<file path="src/rtl/vending_pkg.sv">
// rtl/vending_pkg.sv - shared states, coin values and coin-bit indices for the vending controller
package vending_pkg;

    typedef enum logic [1:0] {
        IDLE    = 2'd0,
        COLLECT = 2'd1,
        RELEASE = 2'd2,
        CHANGE  = 2'd3
    } state_t;

    localparam int V_N  = 5;
    localparam int V_D  = 10;
    localparam int V_Q  = 25;
    localparam int V_D1 = 100;

    // Bit positions within coin = {s100, s25, s10, s5}
    localparam int C_N  = 0;
    localparam int C_D  = 1;
    localparam int C_Q  = 2;
    localparam int C_D1 = 3;

endpackage

</file>
<file path="src/rtl/vending_ctrl_param_if.sv">
// rtl/vending_ctrl_param_if.sv - coin/select/cancel inputs and credit/release outputs of the vending controller
interface vending_ctrl_param_if #(
    parameter int CW     = 8,
    parameter int N_ITEM = 4
);
    logic [3:0]        coin;
    logic [N_ITEM-1:0] sel;
    logic              cancel;
    logic [CW-1:0]     credit;
    logic [CW-1:0]     change;
    logic [N_ITEM-1:0] rel_item;
    logic              relq;
    logic              reld;
    logic              reln;
    logic              coin_reject;
    logic              insuff;
    logic [1:0]        state;

    modport master (
        output coin, sel, cancel,
        input  credit, change, rel_item, relq, reld, reln, coin_reject, insuff, state
    );

    modport slave (
        input  coin, sel, cancel,
        output credit, change, rel_item, relq, reld, reln, coin_reject, insuff, state
    );
endinterface

</file>
<file path="src/rtl/vending_change_disp.sv">
// rtl/vending_change_disp.sv - greedy quarter/dime/nickel selector for one dispense step
module vending_change_disp
    import vending_pkg::*;
#(
    parameter int CW = 8
) (
    input  logic [CW-1:0] i_change,
    input  logic          i_start,
    output logic          o_q,
    output logic          o_d,
    output logic          o_n,
    output logic [CW-1:0] o_next,
    output logic          o_done
);
    always_comb begin
        o_q    = 1'b0;
        o_d    = 1'b0;
        o_n    = 1'b0;
        o_next = '0;
        if (i_start) begin
            if (i_change >= CW'(V_Q)) begin
                o_q    = 1'b1;
                o_next = i_change - CW'(V_Q);
            end else if (i_change >= CW'(V_D)) begin
                o_d    = 1'b1;
                o_next = i_change - CW'(V_D);
            end else if (i_change >= CW'(V_N)) begin
                o_n    = 1'b1;
                o_next = i_change - CW'(V_N);
            end
            // A sub-nickel residue falls through with o_next = 0 and is dropped
        end
    end

    assign o_done = i_start && (o_next == '0);
endmodule

</file>
<file path="src/rtl/vending_ctrl_param.sv">
// rtl/vending_ctrl_param.sv - multi-item vending FSM with credit limit, refund, timeout and coin change
module vending_ctrl_param
    import vending_pkg::*;
#(
    parameter int                   CW         = 8,
    parameter int                   N_ITEM     = 4,
    parameter logic [N_ITEM*CW-1:0] PRICES     = {8'd100, 8'd75, 8'd50, 8'd65},
    parameter int                   MAX_CREDIT = 200,
    parameter int                   TIMEOUT    = 50_000_000
) (
    input  logic                 clk,
    input  logic                 reset,
    vending_ctrl_param_if.slave  bus
);
    localparam int            TW    = $clog2(TIMEOUT + 1);
    localparam int            IW    = (N_ITEM > 1) ? $clog2(N_ITEM) : 1;
    localparam logic [CW:0]   MAX_C = (CW + 1)'(MAX_CREDIT);
    localparam logic [TW-1:0] T_END = TW'(TIMEOUT - 1);

    state_t            r_state;
    logic [CW-1:0]     r_credit;
    logic [CW-1:0]     r_change;
    logic [N_ITEM-1:0] r_rel_item;
    logic              r_relq;
    logic              r_reld;
    logic              r_reln;
    logic              r_coin_reject;
    logic              r_insuff;
    logic [TW-1:0]     r_tmr;
    logic [IW-1:0]     r_item;

    logic [CW-1:0]     w_coin_val;
    logic              w_coin_any;
    logic              w_coin_multi;
    logic [CW:0]       w_sum;
    logic              w_coin_ok;
    logic              w_sel_one;
    logic [IW-1:0]     w_sel_idx;
    logic [CW-1:0]     w_sel_price;
    logic [CW-1:0]     w_item_price;
    logic              w_timeout;
    logic [TW-1:0]     w_tmr_inc;
    logic              w_disp_q;
    logic              w_disp_d;
    logic              w_disp_n;
    logic [CW-1:0]     w_disp_next;
    logic              w_disp_done;

    always_comb begin
        w_coin_val = '0;
        if (bus.coin[C_D1])     w_coin_val = CW'(V_D1);
        else if (bus.coin[C_Q]) w_coin_val = CW'(V_Q);
        else if (bus.coin[C_D]) w_coin_val = CW'(V_D);
        else if (bus.coin[C_N]) w_coin_val = CW'(V_N);
    end

    assign w_coin_any   = |bus.coin;
    assign w_coin_multi = (bus.coin & (bus.coin - 4'd1)) != 4'd0;
    assign w_sum        = {1'b0, r_credit} + {1'b0, w_coin_val};
    assign w_coin_ok    = w_coin_any && (w_sum <= MAX_C);

    always_comb begin
        w_sel_idx = '0;
        for (int i = 0; i < N_ITEM; i++) begin
            if (bus.sel[i]) w_sel_idx = IW'(i);
        end
    end

    assign w_sel_one    = (bus.sel != '0) && ((bus.sel & (bus.sel - N_ITEM'(1))) == '0);
    assign w_sel_price  = PRICES[w_sel_idx*CW +: CW];
    assign w_item_price = PRICES[r_item*CW +: CW];

    // Held at the threshold so a rejected coin cannot push the counter past it
    assign w_timeout = (r_tmr >= T_END);
    assign w_tmr_inc = w_timeout ? r_tmr : r_tmr + TW'(1);

    vending_change_disp #(.CW(CW)) u_disp (
        .i_change (r_change),
        .i_start  (r_state == CHANGE),
        .o_q      (w_disp_q),
        .o_d      (w_disp_d),
        .o_n      (w_disp_n),
        .o_next   (w_disp_next),
        .o_done   (w_disp_done)
    );

    always_ff @(posedge clk or posedge reset) begin
        if (reset) begin
            r_state       <= IDLE;
            r_credit      <= '0;
            r_change      <= '0;
            r_rel_item    <= '0;
            r_relq        <= 1'b0;
            r_reld        <= 1'b0;
            r_reln        <= 1'b0;
            r_coin_reject <= 1'b0;
            r_insuff      <= 1'b0;
            r_tmr         <= '0;
            r_item        <= '0;
        end else begin
            r_rel_item    <= '0;
            r_relq        <= 1'b0;
            r_reld        <= 1'b0;
            r_reln        <= 1'b0;
            r_coin_reject <= 1'b0;
            r_insuff      <= 1'b0;
            case (r_state)
                IDLE: begin
                    r_tmr <= '0;
                    if (w_coin_any) begin
                        r_coin_reject <= w_coin_multi || !w_coin_ok;
                        if (w_coin_ok) begin
                            r_credit <= w_sum[CW-1:0];
                            r_state  <= COLLECT;
                        end
                    end
                end
                COLLECT: begin
                    if (w_coin_any) begin
                        r_coin_reject <= w_coin_multi || !w_coin_ok;
                        if (w_coin_ok) begin
                            r_credit <= w_sum[CW-1:0];
                            r_tmr    <= '0;
                        end else begin
                            r_tmr <= w_tmr_inc;
                        end
                    end else if (bus.cancel || w_timeout) begin
                        r_change <= r_credit;
                        r_credit <= '0;
                        r_tmr    <= '0;
                        r_state  <= CHANGE;
                    end else begin
                        r_tmr <= w_tmr_inc;
                        if (w_sel_one) begin
                            if (r_credit >= w_sel_price) begin
                                r_item  <= w_sel_idx;
                                r_state <= RELEASE;
                            end else begin
                                r_insuff <= 1'b1;
                            end
                        end
                    end
                end
                RELEASE: begin
                    r_coin_reject <= w_coin_any;
                    r_rel_item    <= N_ITEM'(1) << r_item;
                    r_change      <= r_credit - w_item_price;
                    r_credit      <= '0;
                    r_state       <= (r_credit != w_item_price) ? CHANGE : IDLE;
                end
                CHANGE: begin
                    r_coin_reject <= w_coin_any;
                    r_relq        <= w_disp_q;
                    r_reld        <= w_disp_d;
                    r_reln        <= w_disp_n;
                    r_change      <= w_disp_next;
                    if (w_disp_done) r_state <= IDLE;
                end
                default: r_state <= IDLE;
            endcase
        end
    end

    assign bus.credit      = r_credit;
    assign bus.change      = r_change;
    assign bus.rel_item    = r_rel_item;
    assign bus.relq        = r_relq;
    assign bus.reld        = r_reld;
    assign bus.reln        = r_reln;
    assign bus.coin_reject = r_coin_reject;
    assign bus.insuff      = r_insuff;
    assign bus.state       = r_state;
endmodule
</file>
<file path="src/flat_wrapper.sv">
// flat-port wrapper written by rule: the top's interface ports become plain ports
module vending_ctrl_param_flat import vending_pkg::*;
#(
    parameter int                   CW         = 8,
    parameter int                   N_ITEM     = 4,
    parameter logic [N_ITEM*CW-1:0] PRICES     = {8'd100, 8'd75, 8'd50, 8'd65},
    parameter int                   MAX_CREDIT = 200,
    parameter int                   TIMEOUT    = 50_000_000
)
  (clk, reset, bus_coin, bus_sel, bus_cancel, bus_credit, bus_change, bus_rel_item, bus_relq, bus_reld, bus_reln, bus_coin_reject, bus_insuff, bus_state);
  vending_ctrl_param_if #(.CW(CW), .N_ITEM(N_ITEM)) bus_i ();
  input  logic clk;
  input  logic reset;
  input wire logic [$bits(bus_i.coin)-1:0] bus_coin;
  input wire logic [$bits(bus_i.sel)-1:0] bus_sel;
  input wire logic [$bits(bus_i.cancel)-1:0] bus_cancel;
  output wire logic [$bits(bus_i.credit)-1:0] bus_credit;
  output wire logic [$bits(bus_i.change)-1:0] bus_change;
  output wire logic [$bits(bus_i.rel_item)-1:0] bus_rel_item;
  output wire logic [$bits(bus_i.relq)-1:0] bus_relq;
  output wire logic [$bits(bus_i.reld)-1:0] bus_reld;
  output wire logic [$bits(bus_i.reln)-1:0] bus_reln;
  output wire logic [$bits(bus_i.coin_reject)-1:0] bus_coin_reject;
  output wire logic [$bits(bus_i.insuff)-1:0] bus_insuff;
  output wire logic [$bits(bus_i.state)-1:0] bus_state;
  assign bus_i.coin = bus_coin;
  assign bus_i.sel = bus_sel;
  assign bus_i.cancel = bus_cancel;
  assign bus_credit = bus_i.credit;
  assign bus_change = bus_i.change;
  assign bus_rel_item = bus_i.rel_item;
  assign bus_relq = bus_i.relq;
  assign bus_reld = bus_i.reld;
  assign bus_reln = bus_i.reln;
  assign bus_coin_reject = bus_i.coin_reject;
  assign bus_insuff = bus_i.insuff;
  assign bus_state = bus_i.state;
  vending_ctrl_param #(.CW(CW), .N_ITEM(N_ITEM), .PRICES(PRICES), .MAX_CREDIT(MAX_CREDIT), .TIMEOUT(TIMEOUT)) u_core (.clk(clk), .reset(reset), .bus(bus_i));
endmodule
</file>
<file path="config.mk">
export PLATFORM = sky130hd
export DESIGN_NAME = vending_ctrl_param_flat
export DESIGN_NICKNAME = d
export VERILOG_FILES = /design/src/rtl/vending_pkg.sv /design/src/rtl/vending_ctrl_param_if.sv /design/src/rtl/vending_change_disp.sv /design/src/rtl/vending_ctrl_param.sv /design/src/flat_wrapper.sv
export SDC_FILE = /design/constraint.sdc
export NUM_CORES = 1
export LEC_CHECK = 0
export CORE_MARGIN = 2
export CORE_UTILIZATION = 60
export CTS_CLUSTER_SIZE = 20
export DETAILED_ROUTE_END_ITERATION = 8
export GPL_TIMING_DRIVEN = 0
export PLACE_DENSITY_LB_ADDON = 0.12
export SLEW_MARGIN = 20
export SYNTH_ARGS = -nofsm -noshare
export SYNTH_HDL_FRONTEND = slang
export SYNTH_SLANG_ARGS = --single-unit
</file>
<file path="constraint.sdc">
create_clock -name clk -period 4.6 [get_ports clk]
set_input_delay 1.15 -clock clk [delete_from_list [all_inputs] [get_ports clk]]
set_output_delay 1.15 -clock clk [all_outputs]
set_load 0.05 [all_outputs]
</file>
# Word-level counts from Yosys, hierarchy flattened
# Cells that the tools add are included.
# W data, S select, Z words.
# word_totals
register_bits	55
# classes
n_addsub	8
order_cmp	6
eq_ne	12
shifts	3
n_mux	50
bitwise_logic	4
reduce_logical	21
# ops
operator	count
$mux W26	4
$mux W8	13
$shiftx A32 B6 Y8 const A	2
$pmux W26 S2	1
$pmux W8 S3	2
$add A26 B1 Y26 const B	1
$ge A26 B26 Y1 const B	1
$mux W2	10
$mux W1	16
$add A8 B8 Y9	1
$le A9 B8 Y1 const B	1
$ne A3 B1 Y1 const B	3
$and A4 B4 Y4	2
$ge A8 B3 Y1 const B	1
$ge A8 B4 Y1 const B	1
$ge A8 B5 Y1 const B	1
$ge A8 B8 Y1	1
$logic_not A8 Y1	1
$ne A2 B1 Y1 const B	4
$ne A8 B8 Y1	1
$pmux W2 S4	1
$reduce_bool A4 Y1	2
$sub A4 B1 Y4 const B	2
$sub A8 B3 Y8 const B	1
other kinds (23)	31

# Depth between registers and ports, before layout
# depth
depth_word	11
ltp_mapped	16
depth_no_buf	14

# Modules after synthesis
# From an unflattened synthesis, not the netlist that was laid out.
# unflattened
hier_cells	528
area_unflattened_um2	4564.4
# modules_own_cells
mod	instances	cells_per_inst	area_each_um2
vending_ctrl_param	1	439	3854.9
vending_change_disp	1	89	709.4

# Least setup slack after synthesis
# No wires, ideal clock.
# synth_path
path_kind	input to register
from	input port bus_coin[1]
to	register u_core.r_credit[2], in the netlist u_core.bus.credit[2]
setup_time_ns	0.078
arrival_time_ns	3.627
slack_ns	0.896
stages	13
cell_sequence	inv_1 > or3_1 > inv_1 > ha_1 > a21oi_1 > o2111ai_1 > xor2_1 > a211o_1 > a31oi_1 > buf_2 > nand2_1 > or2_2 > a21oi_1
# synth_via
elab_chain_cells	9
# synth_rtl
item	line_no	rtl
from (decl)	flat_wrapper.sv:14	input wire logic [$bits(bus_i.coin)-1:0] bus_coin;
$mux W8	vending_ctrl_param.sv:53	else if (bus.coin[C_D]) w_coin_val = CW'(V_D);
$mux W8	vending_ctrl_param.sv:52	else if (bus.coin[C_Q]) w_coin_val = CW'(V_Q);
$mux W8	vending_ctrl_param.sv:51	if (bus.coin[C_D1]) w_coin_val = CW'(V_D1);
$add A8 B8 Y9	vending_ctrl_param.sv:59	assign w_sum = {1'b0, r_credit} + {1'b0, w_coin_val};
$le A9 B8 Y1	vending_ctrl_param.sv:60	assign w_coin_ok = w_coin_any && (w_sum <= MAX_C);
$logic_and A1 B1 Y1	vending_ctrl_param.sv:60	
$mux W8	vending_ctrl_param.sv:112, vending_ctrl_param.sv:121	
$mux W8 (on tied branches)	vending_ctrl_param.sv:119, vending_ctrl_param.sv:110	
$pmux W8 S3	vending_ctrl_param.sv:107	case (r_state)
to (signal assigned)	vending_ctrl_param.sv:113	r_credit <= w_sum[CW-1:0];
to (signal assigned)	vending_ctrl_param.sv:122	r_credit <= w_sum[CW-1:0];
to (decl)	vending_ctrl_param.sv:21	logic [CW-1:0] r_credit;
# Parallel ways exist; a longest one is shown, timed or not. The select of a mux whose other input is x is not followed.
# A chain may end at the register's enable or synchronous reset.

# Worst setup path in the final report
# Ends and elaborated chain as after synthesis.

==> results.md <==
- DIE AREA: approximately 8000 sq um
- Slowest cell on the critical path: clkdlybuf4s50_1
- Relative slew slack: 43.14%
- Synth area leaders: dfrtp_1 (31%), ha_1 (11%), a21oi_1 (5.1%)
- Design area: between 4000 and 5000 sq um
- Synth cell count leaders: dfrtp_1 (55), a21oi_1 (45), ha_1 (37)
- Max Cap Viol: 0
- Tightest Hold Check Type: reg2reg
- Leakage: around 2.2 nW
- Critical path start-end classification: in2reg
- Crit path largest cell delay: about 540 ps
- Share of cells above drive strength 1: ~7.5%
- Max Root-Sink Buffers: 2
- Max Slew Vio Count: 0
- Placed cell count: 649
- Drt wl/cell: 16.89 microns
- GRT overflow: 0
- Period Utilization, post-route: 93.86%
- Cells after Synth: 514
- Area leader, netlist: dfrtp_1
- Post-DP HPWL: slightly above 8 mm
- Via/cell ratio: 6.262
- Final core utilization: around 69%
- Number of H-tree levels: 2
- Clock root cell: clkbuf_8
- FMAX: 231.6 MHz
- Vias post-DR: 4114
- Critical Path, Cell by Cell: clkdlybuf4s50_1 > inv_1 > or3_1 > inv_1 > ha_1 > a21oi_1 > o2111ai_1 > xor2_1 > a211o_1 > a31oi_1 > buf_2 > nand2_2 > or2_2 > a21oi_1
- Die width: 89.56 microns
- Rows: 31
- I/O pins: 38
- CTS Hold Bufs: 0
- Clock buffer count from CTS: 5
- DP Area: 4878 sq um
- Synthesized area: 4392 sq um
- Chip height: 89.56 microns
- Clk_skew: 21.11 ps
- Synth cell types: 70
- Top-area cell type share of the netlist area: 31.34%
- Number of routed nets with antenna violations: 0
- First-pass DRT Iterations: 5
- Final hold violation count: 0
- Avg Cell Area, Syn: 8.544 sq um
- Sequential element share of the synthesized area: 31.34%
- #FFs+latches synth: 55
- VDD IR max: ~0.43 mV
- Slew of the pin with the lowest slew margin: 850.8 ps
- Drc violations: 0
- Finished Layout Cells: 657
- Worst Path Arrival: 4560 ps
- Count leader, synth: dfrtp_1
- Setup violators final: 0
- Area Overhead vs Synth: 13.42%
- Pin count of the biggest net entering global routing: 56
- Initial antenna violation count: 0
- Synthesized Nets: 564
- Setup bufs post-CTS: 0
- IO Port Bufs: 36
- Layout Nets: 607
- Worst setup EP type: flip-flop
- Min cycle time layout: 4317 ps
- Core ar.: 7176 sq um
- Clock-pin slew on the worst setup and hold paths: approximately 120 ps
- Number of synthesized flops with an enable pin: 0
- CTS tree: built
- Cell Pwr Density: 701.0 nW/um^2
- Post-Route WL: between 10 and 15 mm
- Fraction of registers with async set/reset: 100.0%
- Initial Util: between 60% and 70%
- DRT iter0 DRCs: 230
- Diodes inserted: 0
- Clock Latency Late Sink: ~330 ps
- RSZ-0062 raised after global routing: no
- Req. time, crit path: around 4900 ps
- Gpl congestion: ~0.94
- Total number of yosys warnings: 0
- Clk sinks: between 50 and 60
- CP Launch Type: input port
- All-Layer GR Usage: 29.17%
- Max Fanout on Critical Path: 10
- Global-route wire length before repair: 18.31 mm
- Top_reg_cell synth: dfrtp_1
- Vias in the first global route: 3792
- Status: completed
## through the flow
step / TNS (ps) / power [mW] / setup WS, ps / hold slack [ps]
2_1_floorplan: 0 / 2.510 / 895.8 / 457.7
3_3_place_gp: -43.09 / 3.088 / -43.09 / 477.7
3_5_place_dp: -716.5 / 3.153 / -89.76 / 484.3
4_1_cts: 0 / 3.455 / 244.1 / 500.9
5_1_grt: 0 / 3.764 / 13.84 / 524.7
6_report: 0 / 3.492 / 282.7 / 501.0
## state kept, by name, summed over array words and instances (netlist names)
signal                  cells
u_core.r_tmr               26
u_core.bus.change           8
u_core.bus.credit           8
u_core.bus.rel_item         4
u_core.bus.state            2
u_core.r_item               2
u_core.bus.coin_reject      1
u_core.bus.insuff           1
u_core.bus.reld             1
u_core.bus.reln             1
u_core.bus.relq             1
## final cells by class
class / instances / area (sq um)
multi-input cells: 402 / 2778
fillers: 608 / 2195
flip-flops and latches: 55 / 1376
repair buffers: 36 / 360.3
inverters: 35 / 133.9
well taps: 99 / 123.9
plain buffers: 22 / 113.9
clock buffers: 5 / 68.82
clock inverters: 3 / 26.28
## cells by family after synthesis
family                     share of synthesized area [%]
AOI/OAI and AO/OA                                  21.85
xor gates and xnor gates                           2.992
adders and majority gates                          11.45
DFF                                                31.34
muxes                                              3.191
and+or+nand+nor                                    23.65
buffers and inverters                              5.527
## worst max-delay path, delay by kind of cell
| family | cells | cell delay [ps] |
|---|---|---|
| AO/OA/AOI/OAI | 5 | 1120 |
| buffers and inverters | 4 | 950 |
| AND/OR/NAND/NOR | 3 | 940 |
| adder cells (fa/ha/maj) | 1 | 210 |
| XOR/XNOR | 1 | 190 |
## path summary, 6_finish.rpt
path                                                  startpoint                               end  slack, ps  cells after the start
worst max-delay path                                 bus_coin[1]  u_core.bus.credit[2]$_DFFE_PP0P_        280                     14
max in group asynchronous                                  reset  u_core.bus.change[1]$_DFFE_PP0P_       2860                      2
worst min register to register      u_core.r_tmr[11]$_DFFE_PP0P_      u_core.r_tmr[11]$_DFFE_PP0P_        500                      1
worst max register to register  u_core.bus.change[1]$_DFFE_PP0P_   u_core.bus.state[1]$_DFFE_PP0P_       1360                     10
min in group asynchronous                                  reset      u_core.r_tmr[14]$_DFFE_PP0P_       1270                      2
worst min-delay path                u_core.r_tmr[11]$_DFFE_PP0P_      u_core.r_tmr[11]$_DFFE_PP0P_        500                      1
## what timing repair did
item                                   in CTS  in global routing
setup endpoints to repair                   0                 16
endpoints found under the hold margin       0                  0
gates resized for setup                     0                  3
## layer usage
metal  vias to the layer above  global-route usage, %  routed length, microns
met2                       143                  47.99                    5403
met1                      1986                  39.88                    4875
met5                         -                      0                       0
met4                         0                  9.634                     243
li1                       1964                      -                       -
met3                        21                  3.509                     572
## where the power goes
group          total [mW]  leakage, nW  switching (mW)  internal [mW]
registers           0.773        0.715           0.176          0.597
logic                2.42         1.41            1.52          0.905
clock network       0.295       0.0491           0.182          0.113
## cells in the final DEF (no fill, tap or decap), drive strengths merged, types with 14 or more instances in the layout
cell / netlist / final
mux2i: 14 / 14
o21ai: 33 / 33
dfrtp: 55 / 55
clkbuf: 10 / 16
ha: 37 / 37
nand3: 22 / 22
inv: 35 / 37
a21oi: 45 / 45
nor2: 36 / 36
clkdlybuf4s50: 0 / 36
or3: 14 / 14
nand2: 36 / 36
Note: power is estimated with default switching activity, not from simulation.
